$ cat config.mk
export PLATFORM = sky130hd
export DESIGN_NAME = trng_collector
export DESIGN_NICKNAME = d
export VERILOG_FILES = /design/src/rtl/trng_pkg.sv /design/src/rtl/trng_collector_sync.sv /design/src/rtl/trng_collector.sv
export SDC_FILE = /design/constraint.sdc
export NUM_CORES = 1
export LEC_CHECK = 0
export ABC_CLOCK_PERIOD_IN_PS = 3550
export BUFFER_PORTS_ARGS = -buffer_cell sky130_fd_sc_hd__buf_2
export CAP_MARGIN = 25
export CELL_PAD_IN_SITES_DETAIL_PLACEMENT = 2
export CELL_PAD_IN_SITES_GLOBAL_PLACEMENT = 2
export CORE_ASPECT_RATIO = 0.5
export CORE_UTILIZATION = 40
export DETAILED_ROUTE_END_ITERATION = 10
export PLACE_DENSITY = 0.86
export SETUP_SLACK_MARGIN = 0.3
export SLEW_MARGIN = 15
export SYNTH_ARGS = -nofsm -noshare
export SYNTH_HDL_FRONTEND = slang
export SYNTH_SLANG_ARGS = --single-unit
$ cat constraint.sdc
create_clock -name clk -period 3.55 [get_ports clk]
set_clock_uncertainty 0.1 [all_clocks]
set_input_delay 0.1775 -clock clk [delete_from_list [all_inputs] [get_ports clk]]
set_output_delay 0.1775 -clock clk [all_outputs]
set_load 0.05 [all_outputs]
$ cat src/rtl/trng_pkg.sv
// trng_pkg: shared defaults and the FSM state encoding for the raw entropy
// collector (trng_collector).
//   WORD_W_DEF    default output word width, in accepted bits
//   REP_LIMIT_DEF default repetition-count limit for the health test
//   state_t       collector FSM states
//   run_w()       width needed to hold a run counter that saturates at a limit
package trng_pkg;

    localparam int WORD_W_DEF    = 32;
    localparam int REP_LIMIT_DEF = 32;

    typedef enum logic [1:0] {
        ST_IDLE    = 2'd0,
        ST_COLLECT = 2'd1,
        ST_FAIL    = 2'd2
    } state_t;

    // The run counter must be able to hold REP_LIMIT itself.
    function automatic int run_w(input int limit);
        return $clog2(limit + 1);
    endfunction

endpackage

$ cat src/rtl/trng_collector_sync.sv
// sync_2ff: two-flop synchroniser for asynchronous inputs.
//   clk    destination clock
//   rst_n  asynchronous active-low reset, clears both flops
//   d      asynchronous input
//   q      synchronised output (second flop)
module sync_2ff #(
    parameter int W = 1
) (
    input  logic         clk,
    input  logic         rst_n,
    input  logic [W-1:0] d,
    output logic [W-1:0] q
);

    logic [W-1:0] meta;

    always_ff @(posedge clk or negedge rst_n) begin
        if (!rst_n) begin
            meta <= '0;
            q    <= '0;
        end else begin
            meta <= d;
            q    <= meta;
        end
    end

endmodule

$ cat src/rtl/trng_collector.sv
// trng_collector: receive end of the raw entropy path. Synchronises the raw
// ring-oscillator bit, runs a repetition-count health test on the raw samples,
// optionally von Neumann debiases, and packs accepted bits MSB-first into
// WORD_W-bit words offered on a valid/ready handshake.
//   clk          system clock; one sample per clk while collecting
//   rst_n        asynchronous active-low reset
//   raw_bit      asynchronous raw entropy bit
//   en           collection enable; dropping it aborts the partial word
//   word_data    collected word, valid while word_valid=1
//   word_valid   output word available
//   word_ready   consumer accepts word_data when word_valid=1
//   health_fail  sticky repetition-count failure; output withheld once set
module trng_collector
    import trng_pkg::*;
#(
    parameter int WORD_W    = WORD_W_DEF,
    parameter bit VN_EN     = 1'b1,
    parameter int REP_LIMIT = REP_LIMIT_DEF
) (
    input  logic              clk,
    input  logic              rst_n,
    input  logic              raw_bit,
    input  logic              en,
    output logic [WORD_W-1:0] word_data,
    output logic              word_valid,
    input  logic              word_ready,
    output logic              health_fail
);

    localparam int RUN_W = run_w(REP_LIMIT);
    localparam int CNT_W = $clog2(WORD_W);
    localparam logic [RUN_W-1:0] LIMIT_V = RUN_W'(REP_LIMIT);
    localparam logic [CNT_W-1:0] LAST_V  = CNT_W'(WORD_W - 1);

    state_t            state, state_nxt;
    logic              s;
    logic [WORD_W-1:0] shreg;
    logic [CNT_W-1:0]  cnt;
    logic              pair, first;
    logic              prev;
    logic [RUN_W-1:0]  run, run_inc;
    logic              held;         // completed word parked in shreg

    logic              take, clear, trip, hs;
    logic              acc_bit, abit;
    logic              complete, load_new, load_held, load_word;
    logic [WORD_W-1:0] word_next, word_in;

    sync_2ff #(.W(1)) u_sync (
        .clk   (clk),
        .rst_n (rst_n),
        .d     (raw_bit),
        .q     (s)
    );

    always_comb begin
        take  = (state == ST_COLLECT) && en;
        clear = (state == ST_COLLECT) && !en;
        hs    = word_valid && word_ready;

        // Repetition count on raw samples; run==0 means no previous sample yet.
        if (run == '0 || s != prev) run_inc = RUN_W'(1);
        else if (run == LIMIT_V)    run_inc = run;
        else                        run_inc = run + RUN_W'(1);
        trip = take && (run_inc == LIMIT_V);

        // Debias: second sample of a differing pair yields the first sample.
        if (VN_EN) begin
            acc_bit = take && pair && (first != s);
            abit    = first;
        end else begin
            acc_bit = take;
            abit    = s;
        end

        word_next = {shreg[WORD_W-2:0], abit};
        complete  = acc_bit && !held && (cnt == LAST_V);
        load_new  = complete && (!word_valid || word_ready);
        load_held = held && hs && !clear;
        load_word = load_new || load_held;
        word_in   = held ? shreg : word_next;

        state_nxt = state;
        case (state)
            ST_IDLE:    if (en) state_nxt = ST_COLLECT;
            ST_COLLECT: begin
                if (trip)     state_nxt = ST_FAIL;
                else if (!en) state_nxt = ST_IDLE;
            end
            ST_FAIL:    state_nxt = ST_FAIL;
            default:    state_nxt = ST_FAIL;
        endcase
    end

    always_ff @(posedge clk or negedge rst_n) begin
        if (!rst_n) begin
            state       <= ST_IDLE;
            shreg       <= '0;
            cnt         <= '0;
            pair        <= 1'b0;
            first       <= 1'b0;
            prev        <= 1'b0;
            run         <= '0;
            held        <= 1'b0;
            word_data   <= '0;
            word_valid  <= 1'b0;
            health_fail <= 1'b0;
        end else begin
            state <= state_nxt;
            if (trip || state == ST_FAIL) begin
                // Fault is sticky: discard everything pending, take no samples.
                health_fail <= 1'b1;
                word_valid  <= 1'b0;
                word_data   <= '0;
                held        <= 1'b0;
            end else begin
                if (clear) begin
                    shreg <= '0;
                    cnt   <= '0;
                    pair  <= 1'b0;
                    prev  <= 1'b0;
                    run   <= '0;
                    held  <= 1'b0;
                end else begin
                    if (take) begin
                        prev <= s;
                        run  <= run_inc;
                        pair <= ~pair;
                        if (!pair) first <= s;
                        // While a word is parked, accepted bits are dropped.
                        if (acc_bit && !held) begin
                            shreg <= word_next;
                            cnt   <= complete ? '0 : cnt + CNT_W'(1);
                        end
                    end
                    if (load_held)                 held <= 1'b0;
                    else if (complete && !load_new) held <= 1'b1;
                end
                if (load_word) begin
                    word_data  <= word_in;
                    word_valid <= 1'b1;
                end else if (hs) begin
                    word_valid <= 1'b0;
                end
            end
        end
    end

endmodule
==> flow_results.xml <==
<?xml version="1.0" encoding="UTF-8"?>
<metrics>
  <group name="die">
    <metric name="floorplan.rows" unit="">25</metric>
    <metric name="floorplan.die.width" unit="µm">147</metric>
    <metric name="die_height" unit="µm">74.4</metric>
    <metric name="coreArea" unit="mm²">0.00979</metric>
    <metric name="floorplan.initialDensity" unit="">0.428</metric>
    <metric name="floorplan.die_area" unit="mm²">0.0109</metric>
    <metric name="floorplan.io_pins" unit="">39</metric>
  </group>
  <group name="synth">
    <metric name="sequential_to_total_area_share_from_yosys_stat" unit="">0.507</metric>
    <metric name="yosysTopAreaCellShare" unit="">0.507</metric>
    <metric name="synth-main-ff-cell" unit="">dfrtp_1</metric>
    <metric name="synth.most_common_cell" unit="">dfrtp_1</metric>
    <metric name="synth_edf_count" unit="">0</metric>
    <metric name="synth_area" unit="mm²">0.00419</metric>
    <metric name="synth_area_per_cell" unit="µm²">11.9</metric>
    <metric name="synthTopCellsByArea" unit="">dfrtp_1 51%, a211oi_2 9.0%, mux2i_1 8.1%</metric>
    <metric name="synth_cell_type_count" unit="">55</metric>
    <metric name="synth.net_count" unit="">360</metric>
    <metric name="netlist_instances" unit="">351</metric>
    <metric name="asyncSetResetFlopFracSynth" unit="">1.00</metric>
    <metric name="synth_seq_cells" unit="">85</metric>
    <metric name="netlist_top_cells_count" unit="">85 x dfrtp_1, 39 x nor2_1, 34 x a22o_1, 34 x mux2i_1, 30 x a211oi_2</metric>
    <metric name="yosys.area.top_type" unit="">dfrtp_1</metric>
    <metric name="yosysWarningCount" unit="">0</metric>
  </group>
  <group name="pwr">
    <metric name="net-switching-power" unit="µW">655</metric>
    <metric name="p_leak" unit="nW">2.03</metric>
    <metric name="ir_drop" unit="µV">205</metric>
    <metric name="power.share.sequential" unit="">0.474</metric>
    <metric name="p_int" unit="mW">1.58</metric>
    <metric name="power.total" unit="mW">2.24</metric>
    <metric name="sw_frac_of_total" unit="">0.293</metric>
    <metric name="power_frac_clock" unit="">0.381</metric>
    <metric name="powerDensity" unit="mW/mm²">469</metric>
    <metric name="share_comb_of_total_power" unit="">0.145</metric>
  </group>
  <group name="clocking">
    <metric name="cts.sinks" unit="">85</metric>
    <metric name="cts_max_level" unit="">3</metric>
    <metric name="cts_root_buffer" unit="">clkbuf_16</metric>
    <metric name="clk_path_buf_depth" unit="">2</metric>
    <metric name="cts_inserted_buffers" unit="">9</metric>
    <metric name="insertion_delay" unit="ns">0.34</metric>
    <metric name="cts.clk_slew.worst_paths" unit="ns">0.06</metric>
    <metric name="tritoncts" unit="">yes</metric>
  </group>
  <group name="sta">
    <metric name="finalHoldViolations" unit="">0</metric>
    <metric name="fin_tns_setup" unit="ns">0</metric>
    <metric name="hold_slack" unit="ns">0.189</metric>
    <metric name="report.final.slew_viol_count" unit="">0</metric>
    <metric name="worst_slew_margin_rel" unit="">0.521</metric>
    <metric name="post-route-min-period" unit="ns">2.99</metric>
    <metric name="tightestPinTransition" unit="ns">0.719</metric>
    <metric name="fmax" unit="GHz">0.335</metric>
    <metric name="fin_crit_sh" unit="">0.841</metric>
    <metric name="setup_violating_endpoint_count_in_the_final_report" unit="">0</metric>
    <metric name="rsz_0062_raised_after_global_routing" unit="">no</metric>
  </group>
  <group name="worst_setup_path">
    <metric name="r2r.worst_path.cells" unit="">9</metric>
    <metric name="critical_path_peak_fanout" unit="">35</metric>
    <metric name="worst-endpoint-arrival" unit="ns">3.15</metric>
    <metric name="worstSetupEndpointType" unit="">flop</metric>
    <metric name="worst-endpoint-required" unit="ns">3.72</metric>
    <metric name="cp-start-kind" unit="">flop</metric>
    <metric name="criticalPathCategory" unit="">reg -&gt; reg</metric>
  </group>
  <group name="finish">
    <metric name="storage_cell_area" unit="mm²">0.00213</metric>
    <metric name="post-route-cell-area" unit="mm²">0.00477</metric>
    <metric name="fin_nets" unit="">393</metric>
    <metric name="layout.core_utilization" unit="">0.487</metric>
    <metric name="n_fill_cell" unit="">958</metric>
    <metric name="diodes" unit="">0</metric>
    <metric name="area_overhead_vs_synth" unit="%">13.8</metric>
    <metric name="drive_above_1_share" unit="">0.269</metric>
    <metric name="multi_input_area" unit="mm²">0.00187</metric>
  </group>
  <group name="drt">
    <metric name="via_density_per_instance" unit="">5.91</metric>
    <metric name="drt_iter0_markers" unit="">125</metric>
    <metric name="route.final.wire_length" unit="µm">12500</metric>
    <metric name="post-route-drc-count" unit="">0</metric>
    <metric name="route.vias.total" unit="">3083</metric>
    <metric name="drt-pass1-iter-count" unit="">4</metric>
    <metric name="average_wire_per_standard_cell" unit="µm">23.9</metric>
    <metric name="detail-route-antenna-nets" unit="">0</metric>
  </group>
  <group name="place">
    <metric name="hpwlAfterDp" unit="µm">7060</metric>
    <metric name="gp_routability_congestion" unit="">0.924</metric>
    <metric name="placed_area" unit="mm²">0.00447</metric>
    <metric name="io_buffer_count" unit="">38</metric>
  </group>
  <group name="global_routing">
    <metric name="grt_first_pass_wirelength" unit="µm">19900</metric>
    <metric name="grt_antenna_before_repair" unit="">0</metric>
    <metric name="overflow" unit="">0</metric>
    <metric name="grtUsageTotal" unit="">0.247</metric>
    <metric name="grt_max_degree" unit="">65</metric>
    <metric name="number_of_global_route_vias_before_repair" unit="">3392</metric>
  </group>
  <group name="flow_run">
    <metric name="max-cap-violations" unit="">0</metric>
  </group>
  <group name="hold_path">
    <metric name="holdPathStages" unit="">3</metric>
    <metric name="min_path_type" unit="">in -&gt; reg</metric>
  </group>
  <group name="status">
    <metric name="run_status" unit="">completed</metric>
  </group>
</metrics>
## cell type report
type | instances | area share
Clock buffer | 10 | 0.0480
Timing Repair Buffer | 49 | 0.0645
Clock inverter | 4 | 0.00577
Tap cell | 135 | 0.0354
Multi-Input combinational cell | 230 | 0.393
Inverter | 9 | 0.00708
Sequential cell | 85 | 0.446
## cells by family (layout without fill, tap and decap cells)
logic type      after synthesis  after routing  synth area share
fa+ha+maj                     4              4            0.0119
simple gates                 85             85             0.107
compound gates              104            104             0.236
flops                        85             85             0.507
xor+xnor                      3              3           0.00627
buf+inv                      36             72            0.0499
mux                          34             34            0.0812
## power by group through the flow
stage,Sequential (mW),Combinational (mW),Clock [mW]
3_5_place_dp,1.08,0.307,0
4_1_cts,1.06,0.327,0.870
2_1_floorplan,1.06,0.229,0
5_1_grt,1.07,0.350,0.895
6_report,1.06,0.325,0.852
3_3_place_gp,1.07,0.274,0
## per-stage QoR
| stage | worst slack (ns) | std cells |
|---|---|---|
| after floorplan | 1.01 | 351 |
| after global placement | 0.741 | 503 |
| after detailed placement | 0.482 | 503 |
| after CTS | 0.328 | 520 |
| after global routing | 0.429 | 522 |
| final | 0.565 | 522 |
## cells in the final DEF (no fill, tap or decap), types with 2 or more instances in the layout
cell type / n
dfrtp_1: 84
nor2_1: 39
buf_2: 37
mux2i_1: 34
a22o_1: 34
a211oi_2: 29
inv_1: 9
nand2_1: 9
clkbuf_16: 9
nand3_1: 8
a21oi_1: 8
buf_4: 7
o211ai_1: 5
o21ai_0: 5
or2b_1: 4
ha_1: 4
or2_2: 3
a211oi_1: 3
clkinvlp_4: 3
dlygate4sd3_1: 3
xor2_1: 2
nand2b_1: 2
nand4_1: 2
nor3b_1: 2
a21o_1: 2
o31ai_1: 2
nor4_1: 2
a31oi_1: 2
o32ai_1: 2
buf_12: 2
## state kept, by name, indices dropped and copies added (netlist names)
register / count
held: 1
word_data: 32
prev: 1
abit: 1
u_sync.meta: 1
cnt: 5
word_valid: 1
run: 6
u_sync.q: 1
shreg: 32
pair: 1
health_fail: 1
state: 2
## layer usage
layer / wire (µm) / track usage / part of all wire
met4: 284 / 0.0856 / 0.023
met1: 5570 / 0.297 / 0.45
met3: 305 / 0.0503 / 0.024
met2: 6340 / 0.452 / 0.51
met5: 0 / 0 / 0
## final timing paths
path	startpoint	to	slack (ns)
setup / recovery	run[1]	shreg[0]	0.56
hold / removal	en	run[2]	0.19
setup reg to reg	run[1]	shreg[0]	0.56
hold reg to reg	u_sync.meta	u_sync.q	0.25
max in group asynchronous	rst_n	word_data[5]	2.07
min in group asynchronous	rst_n	run[2]	0.33
## critical path, stage by stage (launching register included)
cell,delay [ns]
dfrtp_1,0.45
inv_1,0.14
ha_1,0.20
nor4b_4,0.38
mux2i_1,0.20
a2111oi_4,0.47
a21o_1,0.24
a21o_1,0.12
buf_4,0.34
a22o_1,0.24
## what timing repair did
item	4_1_cts	5_1_grt
endpoints found under the setup margin	0	21
hold endpoints to repair	53	0
hold buffers	3	0
setup buffers	0	2
resized for setup	0	0
Note: power is estimated with default switching activity, not from simulation.
